**config.mk**
```make
export PLATFORM = sky130hd
export DESIGN_NAME = lsu_bus_flat
export DESIGN_NICKNAME = d
export VERILOG_FILES = /design/src/rtl/lsu_bus_if.sv /design/src/rtl/lsu_bus.sv /design/src/flat_wrapper.sv
export SDC_FILE = /design/constraint.sdc
export NUM_CORES = 1
export LEC_CHECK = 0
export CAP_MARGIN = 40
export CORE_MARGIN = 2
export CORE_UTILIZATION = 45
export CTS_CLUSTER_SIZE = 10
export DETAILED_ROUTE_END_ITERATION = 7
export GPL_ROUTABILITY_DRIVEN = 0
export PLACE_DENSITY = 0.75
export SLEW_MARGIN = 10
export SYNTH_ARGS = -nofsm -noshare
export SYNTH_HDL_FRONTEND = slang
export SYNTH_SLANG_ARGS = --single-unit
```
**constraint.sdc**
```tcl
create_clock -name clk -period 2.6 [get_ports clk]
set_input_delay 0.52 -clock clk [delete_from_list [all_inputs] [get_ports clk]]
set_output_delay 0.52 -clock clk [all_outputs]
set_load 0.05 [all_outputs]
```
**src/rtl/lsu_bus_if.sv**
```systemverilog
// Bundles the core-side request/response handshake and the memory-bus
// signals of the load/store unit into one connection.
interface lsu_bus_if;
   logic        req_valid;
   logic        req_ready;
   logic [7:0]  mem_type;
   logic [31:0] addr;
   logic [31:0] wdata;
   logic        resp_valid;
   logic [31:0] resp_rdata;
   logic [1:0]  resp_err;
   logic        bus_req_valid;
   logic        bus_req_ready;
   logic [31:0] bus_addr;
   logic        bus_wen;
   logic [3:0]  bus_wmask;
   logic [31:0] bus_wdata;
   logic        bus_rvalid;
   logic [31:0] bus_rdata;

   // The load/store unit itself
   modport slave (
      input  req_valid, mem_type, addr, wdata, bus_req_ready, bus_rvalid, bus_rdata,
      output req_ready, resp_valid, resp_rdata, resp_err,
             bus_req_valid, bus_addr, bus_wen, bus_wmask, bus_wdata
   );

   // The surrounding core plus memory that drive the unit
   modport master (
      output req_valid, mem_type, addr, wdata, bus_req_ready, bus_rvalid, bus_rdata,
      input  req_ready, resp_valid, resp_rdata, resp_err,
             bus_req_valid, bus_addr, bus_wen, bus_wmask, bus_wdata
   );
endinterface

```
**src/rtl/lsu_bus.sv**
```systemverilog
// Load/store unit: validates a core memory operation, issues one word-aligned
// bus transaction with byte lanes, then returns extended load data or an error.
module lsu_bus #(
   parameter int TIMEOUT = 255
) (
   input logic       clk,
   input logic       rst,
   lsu_bus_if.slave  lsu
);

   typedef enum logic [1:0] {IDLE, REQ, WAIT, RESP} state_t;

   // One-hot positions inside mem_type
   localparam int SB  = 0;
   localparam int SH  = 1;
   localparam int SW  = 2;
   localparam int LB  = 3;
   localparam int LH  = 4;
   localparam int LW  = 5;
   localparam int LBU = 6;
   localparam int LHU = 7;

   localparam int CW = (TIMEOUT < 2) ? 1 : $clog2(TIMEOUT + 1);
   localparam logic [CW-1:0] TLIM = CW'(TIMEOUT - 1);

   state_t         r_state;
   state_t         w_next;
   logic [CW-1:0]  r_count;
   logic [7:0]     r_type;
   logic [31:0]    r_addr;
   logic [31:0]    r_wdata;
   logic [31:0]    r_rdata;
   logic [1:0]     r_err;

   logic           w_illegal;
   logic           w_misaligned;
   logic           w_timeout;
   logic           w_isStore;
   logic [3:0]     w_wmask;
   logic [31:0]    w_wdata;
   logic [31:0]    w_load;
   logic [7:0]     w_byte;
   logic [15:0]    w_half;

   // Classify the incoming operation: zero or multi-hot type is illegal,
   // otherwise halves need an even address and words a 4-byte aligned one
   always_comb begin
      w_illegal    = (lsu.mem_type == 8'h00) ||
                     ((lsu.mem_type & (lsu.mem_type - 8'h01)) != 8'h00);
      w_misaligned = ((lsu.mem_type[SH] | lsu.mem_type[LH] | lsu.mem_type[LHU]) & lsu.addr[0]) |
                     ((lsu.mem_type[SW] | lsu.mem_type[LW]) & (lsu.addr[1:0] != 2'b00));
   end

   assign w_timeout = (r_count >= TLIM);
   assign w_isStore = |r_type[SW:SB];

   // Byte-lane enables and replicated store data for the captured store
   always_comb begin
      w_wmask = 4'b0000;
      w_wdata = 32'h0000_0000;
      if (r_type[SB]) begin
         w_wmask = 4'b0001 << r_addr[1:0];
         w_wdata = {4{r_wdata[7:0]}};
      end else if (r_type[SH]) begin
         w_wmask = 4'b0011 << r_addr[1:0];
         w_wdata = {2{r_wdata[15:0]}};
      end else if (r_type[SW]) begin
         w_wmask = 4'hF;
         w_wdata = r_wdata;
      end
   end

   // Pick the addressed byte/half out of the returned word and extend it
   always_comb begin
      w_byte = lsu.bus_rdata[{r_addr[1:0], 3'b000} +: 8];
      w_half = lsu.bus_rdata[{r_addr[1], 4'b0000} +: 16];
      w_load = 32'h0000_0000;
      if (r_type[LB]) begin
         w_load = {{24{w_byte[7]}}, w_byte};
      end else if (r_type[LH]) begin
         w_load = {{16{w_half[15]}}, w_half};
      end else if (r_type[LW]) begin
         w_load = lsu.bus_rdata;
      end else if (r_type[LBU]) begin
         w_load = {24'h000000, w_byte};
      end else if (r_type[LHU]) begin
         w_load = {16'h0000, w_half};
      end
   end

   // State register
   always_ff @(posedge clk) begin
      if (rst) begin
         r_state <= IDLE;
      end else begin
         r_state <= w_next;
      end
   end

   // Next-state decision; a bus response that lands on the last allowed
   // cycle still wins over the timeout
   always_comb begin
      w_next = r_state;
      unique case (r_state)
         IDLE: begin
            if (lsu.req_valid) begin
               w_next = (w_illegal || w_misaligned) ? RESP : REQ;
            end
         end
         REQ: begin
            if (lsu.bus_req_ready) begin
               w_next = WAIT;
            end else if (w_timeout) begin
               w_next = RESP;
            end
         end
         WAIT: begin
            if (lsu.bus_rvalid || w_timeout) begin
               w_next = RESP;
            end
         end
         RESP: begin
            w_next = IDLE;
         end
         default: begin
            w_next = IDLE;
         end
      endcase
   end

   // Captured request, cycle counter and the response being assembled
   always_ff @(posedge clk) begin
      if (rst) begin
         r_count <= '0;
         r_type  <= 8'h00;
         r_addr  <= 32'h0000_0000;
         r_wdata <= 32'h0000_0000;
         r_rdata <= 32'h0000_0000;
         r_err   <= 2'b00;
      end else begin
         unique case (r_state)
            IDLE: begin
               if (lsu.req_valid) begin
                  r_count <= '0;
                  r_rdata <= 32'h0000_0000;
                  if (w_illegal) begin
                     r_err <= 2'b11;
                  end else if (w_misaligned) begin
                     r_err <= 2'b01;
                  end else begin
                     r_err   <= 2'b00;
                     r_type  <= lsu.mem_type;
                     r_addr  <= lsu.addr;
                     r_wdata <= lsu.wdata;
                  end
               end
            end
            REQ: begin
               r_count <= r_count + CW'(1);
               if (!lsu.bus_req_ready && w_timeout) begin
                  r_err <= 2'b10;
               end
            end
            WAIT: begin
               r_count <= r_count + CW'(1);
               if (lsu.bus_rvalid) begin
                  r_rdata <= w_load;
               end else if (w_timeout) begin
                  r_err <= 2'b10;
               end
            end
            default: begin
               r_count <= r_count;
            end
         endcase
      end
   end

   assign lsu.req_ready     = (r_state == IDLE);
   assign lsu.resp_valid    = (r_state == RESP);
   assign lsu.resp_rdata    = (r_state == RESP) ? r_rdata : 32'h0000_0000;
   assign lsu.resp_err      = (r_state == RESP) ? r_err : 2'b00;
   assign lsu.bus_req_valid = (r_state == REQ);
   assign lsu.bus_addr      = (r_state == REQ) ? {r_addr[31:2], 2'b00} : 32'h0000_0000;
   assign lsu.bus_wen       = (r_state == REQ) && w_isStore;
   assign lsu.bus_wmask     = (r_state == REQ) ? w_wmask : 4'b0000;
   assign lsu.bus_wdata     = (r_state == REQ) ? w_wdata : 32'h0000_0000;

endmodule
```
**src/flat_wrapper.sv**
```systemverilog
// flat-port wrapper written by rule: the top's interface ports become plain ports
module lsu_bus_flat 
#(
   parameter int TIMEOUT = 255
)
  (clk, rst, lsu_req_valid, lsu_mem_type, lsu_addr, lsu_wdata, lsu_bus_req_ready, lsu_bus_rvalid, lsu_bus_rdata, lsu_req_ready, lsu_resp_valid, lsu_resp_rdata, lsu_resp_err, lsu_bus_req_valid, lsu_bus_addr, lsu_bus_wen, lsu_bus_wmask, lsu_bus_wdata);
  lsu_bus_if lsu_i ();
  input logic clk;
  input logic rst;
  input wire logic [$bits(lsu_i.req_valid)-1:0] lsu_req_valid;
  input wire logic [$bits(lsu_i.mem_type)-1:0] lsu_mem_type;
  input wire logic [$bits(lsu_i.addr)-1:0] lsu_addr;
  input wire logic [$bits(lsu_i.wdata)-1:0] lsu_wdata;
  input wire logic [$bits(lsu_i.bus_req_ready)-1:0] lsu_bus_req_ready;
  input wire logic [$bits(lsu_i.bus_rvalid)-1:0] lsu_bus_rvalid;
  input wire logic [$bits(lsu_i.bus_rdata)-1:0] lsu_bus_rdata;
  output wire logic [$bits(lsu_i.req_ready)-1:0] lsu_req_ready;
  output wire logic [$bits(lsu_i.resp_valid)-1:0] lsu_resp_valid;
  output wire logic [$bits(lsu_i.resp_rdata)-1:0] lsu_resp_rdata;
  output wire logic [$bits(lsu_i.resp_err)-1:0] lsu_resp_err;
  output wire logic [$bits(lsu_i.bus_req_valid)-1:0] lsu_bus_req_valid;
  output wire logic [$bits(lsu_i.bus_addr)-1:0] lsu_bus_addr;
  output wire logic [$bits(lsu_i.bus_wen)-1:0] lsu_bus_wen;
  output wire logic [$bits(lsu_i.bus_wmask)-1:0] lsu_bus_wmask;
  output wire logic [$bits(lsu_i.bus_wdata)-1:0] lsu_bus_wdata;
  assign lsu_i.req_valid = lsu_req_valid;
  assign lsu_i.mem_type = lsu_mem_type;
  assign lsu_i.addr = lsu_addr;
  assign lsu_i.wdata = lsu_wdata;
  assign lsu_i.bus_req_ready = lsu_bus_req_ready;
  assign lsu_i.bus_rvalid = lsu_bus_rvalid;
  assign lsu_i.bus_rdata = lsu_bus_rdata;
  assign lsu_req_ready = lsu_i.req_ready;
  assign lsu_resp_valid = lsu_i.resp_valid;
  assign lsu_resp_rdata = lsu_i.resp_rdata;
  assign lsu_resp_err = lsu_i.resp_err;
  assign lsu_bus_req_valid = lsu_i.bus_req_valid;
  assign lsu_bus_addr = lsu_i.bus_addr;
  assign lsu_bus_wen = lsu_i.bus_wen;
  assign lsu_bus_wmask = lsu_i.bus_wmask;
  assign lsu_bus_wdata = lsu_i.bus_wdata;
  lsu_bus #(.TIMEOUT(TIMEOUT)) u_core (.clk(clk), .rst(rst), .lsu(lsu_i));
endmodule
```
==> impl_metrics.tcl, run 1 <==
set metrics [dict create \
    ys_async_sr_fraction_pct 0 \
    irDropWorstVdd_mv 0.470 \
    setup_viol_count_final 0 \
    endpoint_kind "primary output" \
    synth_seq_area_share_pct 33.6 \
    wl_per_cell_um 17.0 \
    cts.clk_slew.worst_paths_ns 0.05 \
    p_leak_nw 3.84 \
    grt_pass1_vias 6256 \
    ant_nets 0 \
    min_path_type "reg -> reg" \
    grt_pass1_wl_um 32600 \
    dp.cells 1177 \
    cp.required_ns 2.08 \
    start_kind "register" \
    synth_top_family_by_area "simple AND/OR/NAND/NOR gates" \
    synth_seq_cells 116 \
    grt_antenna_before_repair 1 \
    grt_max_degree 78 \
    syn-instance-count 807 \
    status "finished, final reports clean" \
    place_ws_ns 0.0333 \
    path_cells "or2_2 -> o21ai_2 -> clkinvlp_4 -> and2_2 -> buf_4" \
    power_density_nw_per_um2 513 \
    synth_fa_ha_area_share_pct 1.81 \
    synth.top_cells.by_area "dfxtp_1, nand2b_1, mux2i_1, and2_1, a2bb2oi_1" \
    worst_pin_slew_ns 0.648 \
    synthDominantCellAreaShare_pct 33.6 \
    setup_ws_ns 0.0853 \
    maxCapViolations 0 \
    die_w_um 128 \
    wirelength_um 20600 \
    cpMaxStageDelayCell "or2_2" \
    die_area_sq_um 16400 \
    fmax_mhz 398 \
    synth_top_area_cell "dfxtp_1" \
    drive_gt1_share_pct 20.2 \
    fin_crit_ns 2.51 \
    slew_headroom_pct 56.8 \
    path_class "reg -> out" \
    htreeDepth 4 \
    area_growth_pct 56.4 \
    initial_utilization_pct 45.8 \
    rows 45 \
    yosysUniqueCellTypes 51 \
    port_buffers 212 \
    die_h_um 128 \
    synth-compound-area-share_pct 14.1 \
    cts_hold_buf 0 \
    cts_tree "yes" \
    insertion_delay_ns 0.42 \
    cp.arrival_ns 1.99 \
    finClkSkew_ns 0.00751 \
    ios 215 \
    cts.sinks 116 \
    nets 1127 \
    dp_hpwl_um 14700 \
    vias 6463 \
    synthXorXnorAreaFrac_pct 0.887 \
    vias_per_cell 5.35 \
    synth-simple-area-share_pct 30.0 \
    fin_setup_tns_ns 0 \
    finalCritPeriodShare_pct 96.7 \
    path_max_fanout 9 \
    drc 0 \
    clk_path_buf_depth 2 \
    layoutNonFillerInstCount 1208 \
    cp_slowest_stage_delay_ns 0.40 \
    overflow 0 \
    synth_edf_count 0 \
    finalHoldViolCount 0 \
    total_power_mw 5.55 \
    grt.total_usage_pct 25.2 \
    grt_setup_unrepaired "no" \
    cts_buffers 17 \
    netlist_area_sq_um 6920 \
    coreArea_sq_um 15100 \
    synthMuxAreaShare_pct 13.5 \
    synth_flop_cell "dfxtp_1" \
    first_pass_iters 6 \
    drtIter0Drc 513 \
    final_area_sq_um 10800 \
    multi_input_area_sq_um 4250 \
    yosysWarnings 0 \
    seq_area_sq_um 2320 \
    n_antenna_cell 0 \
    slew_viol_final 0 \
    cts-root-buf "clkbuf_16" \
    num-fill-cells 1152 \
    syn_area_per_cell_sq_um 8.57 \
    place_area_sq_um 10200 \
]
cells in the mapped netlist, types with 2 or more instances:
cell / count
nand2b_1: 147
dfxtp_1: 116
and2_1: 83
mux2i_1: 81
nor2_1: 51
clkbuf_1: 48
nand2_1: 42
a21oi_1: 40
o21ai_0: 28
a2bb2oi_1: 24
a22oi_1: 15
nand3_1: 11
ha_1: 10
mux2_2: 9
a21boi_0: 8
a221oi_1: 8
buf_12: 8
inv_1: 8
nand4_1: 5
buf_4: 4
nand4b_1: 4
nor2b_1: 4
nor3_1: 4
xnor2_1: 4
a211oi_1: 3
a21o_1: 3
buf_2: 3
o211ai_1: 3
o31ai_1: 3
xor2_1: 3
a31oi_1: 2
and3_1: 2
nand3b_1: 2
nor3b_1: 2
o21ai_2: 2
or2_2: 2
routing by layer:
metal  part of all wire [%]  global-route usage (%)  vias up
met3                    5.6                    5.97       45
met4                    2.6                    9.24        0
met1                     43                    31.9     3054
li1                       -                       -     3149
met5                      0                       0        -
met2                     49                    42.0      215
power breakdown:
group / switching [mW] / total (mW) / internal, mW / leakage, nW
Sequential: 0.0390 / 1.86 / 1.82 / 0.936
Clock: 0.808 / 2.38 / 1.57 / 0.288
Combinational: 0.743 / 1.31 / 0.566 / 2.62
Total: 1.59 / 5.55 / 3.96 / 3.84
final timing paths:
check,from,to,slack (ns),cells past startpoint
hold reg to reg,u_core.r_addr[5]$_SDFFE_PP0P_,u_core.r_addr[5]$_SDFFE_PP0P_,0.47,2
hold / removal,u_core.r_addr[5]$_SDFFE_PP0P_,u_core.r_addr[5]$_SDFFE_PP0P_,0.47,2
setup reg to reg,u_core.r_state[0]$_SDFFE_PP0P_,u_core.r_rdata[5]$_SDFFE_PP0P_,0.46,7
setup / recovery,u_core.r_type[0]$_SDFFE_PP0P_,lsu_bus_wdata[0],0.09,5
cell families after synthesis:
group | after synthesis
and+or+nand+nor | 365
buffers and inverters | 72
DFF | 116
AOI/OAI and AO/OA | 145
muxes | 91
adders and majority gates | 10
other | 1
xor gates and xnor gates | 7
placed cells by master, fill, tap and decap left out, types with 4 or more instances in the layout:
master           netlist  final
nand2b_1             147    147
dfxtp_1              116    115
clkdlybuf4s50_1        0    107
buf_12                 8    101
and2_1                83     82
mux2i_1               81     81
nor2_1                51     50
nand2_1               42     42
buf_4                  4     35
a21oi_1               40     31
o21ai_0               28     28
a2bb2oi_1             24     24
clkbuf_16              0     17
a22oi_1               15     15
nand3_1               11     11
a21oi_2                0      9
mux2_2                 9      9
ha_1                  10      9
a21boi_2               0      8
a221oi_1               8      8
inv_1                  8      7
nand4_1                5      5
clkinvlp_4             0      4
nand4b_1               4      4
nor2b_1                4      4
nor3_1                 4      4
xnor2_1                4      4
critical path, delay by kind of cell (launching register included):
family / cells / cell delay (ns)
AO/OA/AOI/OAI: 1 / 0.24
buffers and inverters: 2 / 0.39
flip-flops: 1 / 0.30
AND/OR/NAND/NOR: 2 / 0.63
registers in the layout, summed over array words and instances (netlist names):
| signal | flops |
|---|---|
| u_core.r_addr | 32 |
| u_core.r_rdata | 32 |
| u_core.r_wdata | 32 |
| u_core.r_count | 8 |
| u_core.r_type | 8 |
| u_core.r_err | 2 |
| u_core.r_state | 2 |
repair_timing:
item / in CTS / in global routing
gates resized for setup: 1 / 4
pin swaps: 0 / 0
buffers inserted: 0 / 0
endpoints found under the setup margin: 1 / 7
metrics by stage:
stage               hold WS (ns)  util, %
global placement           0.453     67.6
CTS                        0.470     71.6
detailed placement         0.457     67.6
global route               0.485     71.7
floorplan                  0.440        -
finish                     0.469     71.7
layout make-up:
type / count / share of cell area, %
Multi-Input combinational cell: 620 / 39.3
Timing Repair Buffer: 245 / 31.2
Sequential cell: 116 / 21.5
Clock buffer: 22 / 4.38
Tap cell: 188 / 2.17
Clock inverter: 9 / 1.18
Inverter: 8 / 0.312
(Power assumes the default switching activity.)
==> inputs of run 2 (changes only) <==
--- a/config.mk
+++ b/config.mk
@@ -11,7 +11,7 @@
 export CTS_CLUSTER_SIZE = 10
 export DETAILED_ROUTE_END_ITERATION = 7
 export GPL_ROUTABILITY_DRIVEN = 0
-export PLACE_DENSITY = 0.75
+export PLACE_DENSITY = 0.79
 export SLEW_MARGIN = 10
 export SYNTH_ARGS = -nofsm -noshare
 export SYNTH_HDL_FRONTEND = slang
==> impl_metrics.tcl, run 2 (same netlist as run 1, synthesis figures left out) <==
set metrics [dict create \
    status "finished, final reports clean" \
    n_antenna_cell 0 \
    grt_antenna_before_repair 0 \
    grt.total_usage_pct 25.9 \
    overflow 0 \
    die_h_um 128 \
    insertion_delay_ns 0.42 \
    cts.clk_slew.worst_paths_ns 0.06 \
    layoutNonFillerInstCount 1204 \
    cts_buffers 17 \
    seq_area_sq_um 2320 \
    total_power_mw 5.78 \
    wl_per_cell_um 17.3 \
    rows 45 \
    irDropWorstVdd_mv 0.489 \
    cts_setup_buffers 0 \
    r2r_slack_ns 0.55 \
    initial_utilization_pct 45.8 \
    hold_start "u_core.r_addr[23]$_SDFFE_PP0P_" \
    dp.cells 1172 \
    area_growth_pct 58.9 \
    vias 6482 \
    die_area_sq_um 16400 \
    mostFrequentLayoutCells "nand2b_1, dfxtp_1, buf_12" \
    p_leak_nw 3.88 \
    endpoint_kind "primary output" \
    path_max_fanout 9 \
    fin_util_pct 72.8 \
    hold_end "u_core.r_addr[23]$_SDFFE_PP0P_" \
    coreArea_sq_um 15100 \
    drtIter0Drc 516 \
    fin_setup_tns_ns 0 \
    maxCapViolations 0 \
    cp.required_ns 2.08 \
    finalCritPeriodShare_pct 96.4 \
    r2r_start "u_core.r_state[0]$_SDFFE_PP0P_" \
    final_area_sq_um 11000 \
    clk_path_buf_depth 2 \
    cts.sinks 116 \
    finClkSkew_ns 0.00998 \
    fin_crit_ns 2.51 \
    start_kind "register" \
    htreeDepth 4 \
    cp_slowest_stage_delay_ns 0.39 \
    place_area_sq_um 10300 \
    setup_ws_ns 0.0927 \
    worst_pin_slew_ns 0.586 \
    power_density_nw_per_um2 526 \
    r2r_cells 7 \
    die_w_um 128 \
    drc 0 \
    dp_hpwl_um 14500 \
    finalHoldWorstSlack_ns 0.467 \
    ant_nets 0 \
    cpMaxStageDelayCell "or2_2" \
    drive_gt1_share_pct 19.8 \
    place_ws_ns 0.0247 \
    min_path_cells 2 \
    cts_tree "yes" \
    fmax_mhz 399 \
    cts-root-buf "clkbuf_16" \
    mostFrequentLayoutCell "nand2b_1" \
    nets 1122 \
    path_class "reg -> out" \
    r2r-end "u_core.r_rdata[5]$_SDFFE_PP0P_" \
    vias_per_cell 5.38 \
    slew_headroom_pct 60.9 \
    grt_setup_unrepaired "yes" \
    setup_viol_count_final 0 \
    wirelength_um 20900 \
    ios 215 \
    min_path_type "reg -> reg" \
    slew_viol_final 0 \
    cp.arrival_ns 1.99 \
    port_buffers 212 \
    grt_max_degree 79 \
    grt_pass1_wl_um 33600 \
    finalHoldViolCount 0 \
    largestRegisters "u_core.r_addr: 32 flops, u_core.r_rdata: 32 flops, u_core.r_wdata: 32 flops" \
    num-fill-cells 1102 \
    path_cells "or2_2 -> o21ai_2 -> clkinvlp_4 -> and2_2 -> buf_12" \
    grt_pass1_vias 6358 \
    first_pass_iters 5 \
    multi_input_area_sq_um 4240 \
]
-- run 2: changes by cell type in the layout (fill, tap and decap cells not counted), moves of 2 or more --
cell        delta
buf_4         -16
buf_12        +12
bufinv_16      +2
clkbuf_1       -2
clkinv_2       -2
clkinvlp_4     +2
-- run 2: worst max path at each step --
stage                                               from                              end  slack [ns]  cells past startpoint
after floorplan           u_core.r_state[1]$_SDFFE_PP0P_                lsu_bus_wdata[16]       -0.11                      5
after global placement                   lsu_mem_type[1]  u_core.r_wdata[13]$_SDFFE_PP0P_        0.10                      8
after detailed placement                 lsu_mem_type[3]   u_core.r_addr[16]$_SDFFE_PP0P_        0.02                      8
after CTS                 u_core.r_state[0]$_SDFFE_PP0P_                    lsu_req_ready       0.008                      3
after global routing       u_core.r_type[0]$_SDFFE_PP0P_                 lsu_bus_wdata[0]      -0.003                      5
final                      u_core.r_type[0]$_SDFFE_PP0P_                 lsu_bus_wdata[0]        0.09                      5
-- run 2: critical path, delay by kind of cell, from the launching register on --
family          cells  cell delay [ns]
compound gates      1             0.23
buf+inv             2             0.38
flops               1             0.30
simple gates        2             0.65
-- run 2: power breakdown --
group,internal (mW),switching [mW]
registers,1.82,0.0352
clock network,1.78,0.866
logic,0.547,0.738
total,4.14,1.64
-- run 2: area by class of cell --
cell class | count | area share (%)
clock inverter | 12 | 1.83
sequential | 116 | 21.1
clock buffer | 20 | 4.25
inverter | 8 | 0.307
tap | 188 | 2.14
multi-input combinational | 620 | 38.6
timing repair buffer | 240 | 31.7
-- run 2: routing by layer --
metal,track usage [%],routed length (um),vias to the layer above,share of wire (%)
met5,0,0,-,0
met4,11.4,710,0,3.4
met3,6.68,1230,46,5.9
met2,42.2,10100,220,48
met1,32.5,8840,3087,42
li1,-,-,3129,-
-- run 2: repair_timing --
action	4_1_cts	5_1_grt
endpoints found under the hold margin	0	0
endpoints found under the setup margin	0	3
gates resized for setup	0	2
hold buffers	0	0
==> inputs of run 3 (changes only) <==
--- a/config.mk
+++ b/config.mk
@@ -12,6 +12,7 @@
 export DETAILED_ROUTE_END_ITERATION = 7
 export GPL_ROUTABILITY_DRIVEN = 0
 export PLACE_DENSITY = 0.79
+export SETUP_SLACK_MARGIN = 0.3
 export SLEW_MARGIN = 10
 export SYNTH_ARGS = -nofsm -noshare
 export SYNTH_HDL_FRONTEND = slang
==> impl_metrics.tcl, run 3 (same netlist as run 1, synthesis figures left out) <==
set metrics [dict create \
    status "finished, final reports clean" \
    r2r_cells 7 \
    p_leak_nw 3.91 \
    vias 6525 \
    ant_nets 0 \
    grt_antenna_before_repair 0 \
    path_max_fanout 9 \
    cts_buffers 17 \
    largestRegisters "u_core.r_addr: 32 flops, u_core.r_rdata: 32 flops, u_core.r_wdata: 32 flops" \
    finalCritPeriodShare_pct 89.7 \
    layoutNonFillerInstCount 1212 \
    total_power_mw 5.40 \
    area_growth_pct 60.0 \
    wl_per_cell_um 17.5 \
    slew_headroom_pct 57.4 \
    finalHoldViolCount 0 \
    clk_path_buf_depth 2 \
    n_antenna_cell 0 \
    path_cells "or2_4 -> o21ai_4 -> buf_4 -> nor2_1 -> buf_4" \
    insertion_delay_ns 0.41 \
    fin_setup_tns_ns 0 \
    die_area_sq_um 16400 \
    worst_pin_slew_ns 0.640 \
    grt_max_degree 75 \
    cts-root-buf "clkbuf_16" \
    mostFrequentLayoutCell "nand2b_1" \
    irDropWorstVdd_mv 0.442 \
    fin_util_pct 73.3 \
    finClkSkew_ns 0.00786 \
    cp_slowest_stage_delay_ns 0.37 \
    vias_per_cell 5.38 \
    cpMostUsedCell "buf_4" \
    wirelength_um 21300 \
    cts.clk_slew.worst_paths_ns 0.05 \
    maxCapViolations 0 \
    critical_path_cell_count 5 \
    overflow 0 \
    drive_gt1_share_pct 22.9 \
    dp_hpwl_um 15100 \
    endpoint_kind "primary output" \
    grt_pass1_wl_um 33600 \
    power_density_nw_per_um2 488 \
    ios 215 \
    setup_viol_count_final 0 \
    cp.arrival_ns 1.81 \
    path_class "reg -> out" \
    mostFrequentLayoutCells "nand2b_1, dfxtp_1, buf_12" \
    grt_setup_unrepaired "yes" \
    grt_pass1_vias 6459 \
    rows 45 \
    min_path_type "reg -> reg" \
    first_pass_iters 5 \
    drc 0 \
    die_h_um 128 \
    port_buffers 212 \
    cts_tree "yes" \
    cp.required_ns 2.08 \
    cpMaxStageDelayCell "dfxtp_4" \
    start_kind "register" \
    initial_utilization_pct 45.8 \
    die_w_um 128 \
    htreeDepth 4 \
    coreArea_sq_um 15100 \
    cts.sinks 116 \
    crit_family "buffers and inverters" \
    dp.cells 1170 \
    worstPathBufferInverterCount 2 \
    min_path_cells 2 \
    fmax_mhz 429 \
    slew_viol_final 0 \
    nets 1133 \
    finalHoldWorstSlack_ns 0.465 \
    grt.total_usage_pct 26.0 \
    fin_crit_ns 2.33 \
    drtIter0Drc 436 \
]
==> run 3: cell count changes in the layout (fill, tap and decap cells not counted), sizes merged <==
cell	delta
buf	+10
bufinv	-3
clkbuf	+4
clkinv	+2
clkinvlp	-3
dlymetal6s2s	-1
inv	-1
==> run 3: final cells by class <==
class                      count  area (sq um)
clock buffer                  23           468
clock inverter                 6          80.1
fill                        1036          4030
inverter                       8          37.5
multi-input combinational    620          4370
sequential                   116          2340
tap                          188           235
timing repair buffer         250          3530
timing repair inverter         1          7.51
==> run 3: what timing repair did <==
action	4_1_cts	5_1_grt
setup buffers	9	3
pin swaps	2	1
gates resized for setup	13	21
gates cloned	1	0
endpoints found under the setup margin	68	62
hold buffers	0	0
==> run 3: per-layer routing <==
metal / share of wire, % / vias up / wire length, um / track usage (%)
met5: 0 / - / 0 / 0
met3: 6.7 / 44 / 1430 / 5.84
met4: 2.9 / 0 / 615 / 11.0
li1: - / 3153 / - / -
met1: 42 / 3063 / 8840 / 32.2
met2: 49 / 265 / 10400 / 43.7
==> run 3: worst paths after layout <==
path                                   from                        endpoint  slack (ns)
max           u_core.r_type[0]$_SDFFE_PP0P_                lsu_bus_wmask[0]        0.27
min reg2reg  u_core.r_addr[13]$_SDFFE_PP0P_  u_core.r_addr[13]$_SDFFE_PP0P_        0.47
max reg2reg  u_core.r_state[0]$_SDFFE_PP0P_  u_core.r_rdata[3]$_SDFFE_PP0P_        0.48
min          u_core.r_addr[13]$_SDFFE_PP0P_  u_core.r_addr[13]$_SDFFE_PP0P_        0.47
==> run 3: worst register-to-register path: cells and delay by family, from the launching register on <==
kind	cells	cell delay, ns
and+or+nand+nor	2	0.73
AOI/OAI and AO/OA	3	0.51
adders and majority gates	1	0.33
DFF	1	0.36
buffers and inverters	1	0.13
==> run 3: power breakdown <==
group / leakage (nW) / total [mW] / internal, mW / switching, mW
clock: 0.273 / 2.21 / 1.44 / 0.775
sequential: 0.939 / 1.86 / 1.82 / 0.0417
combinational: 2.70 / 1.33 / 0.574 / 0.755
total: 3.91 / 5.40 / 3.83 / 1.57
==> run 3: stage by stage <==
| stage | area (sq um) | setup slack, ns |
|---|---|---|
| floorplan | 7070 | 0.276 |
| global placement | 10300 | 0.116 |
| detailed placement | 10300 | 0.0424 |
| CTS | 11000 | 0.283 |
| global route | 11100 | 0.214 |
| finish | 11100 | 0.269 |
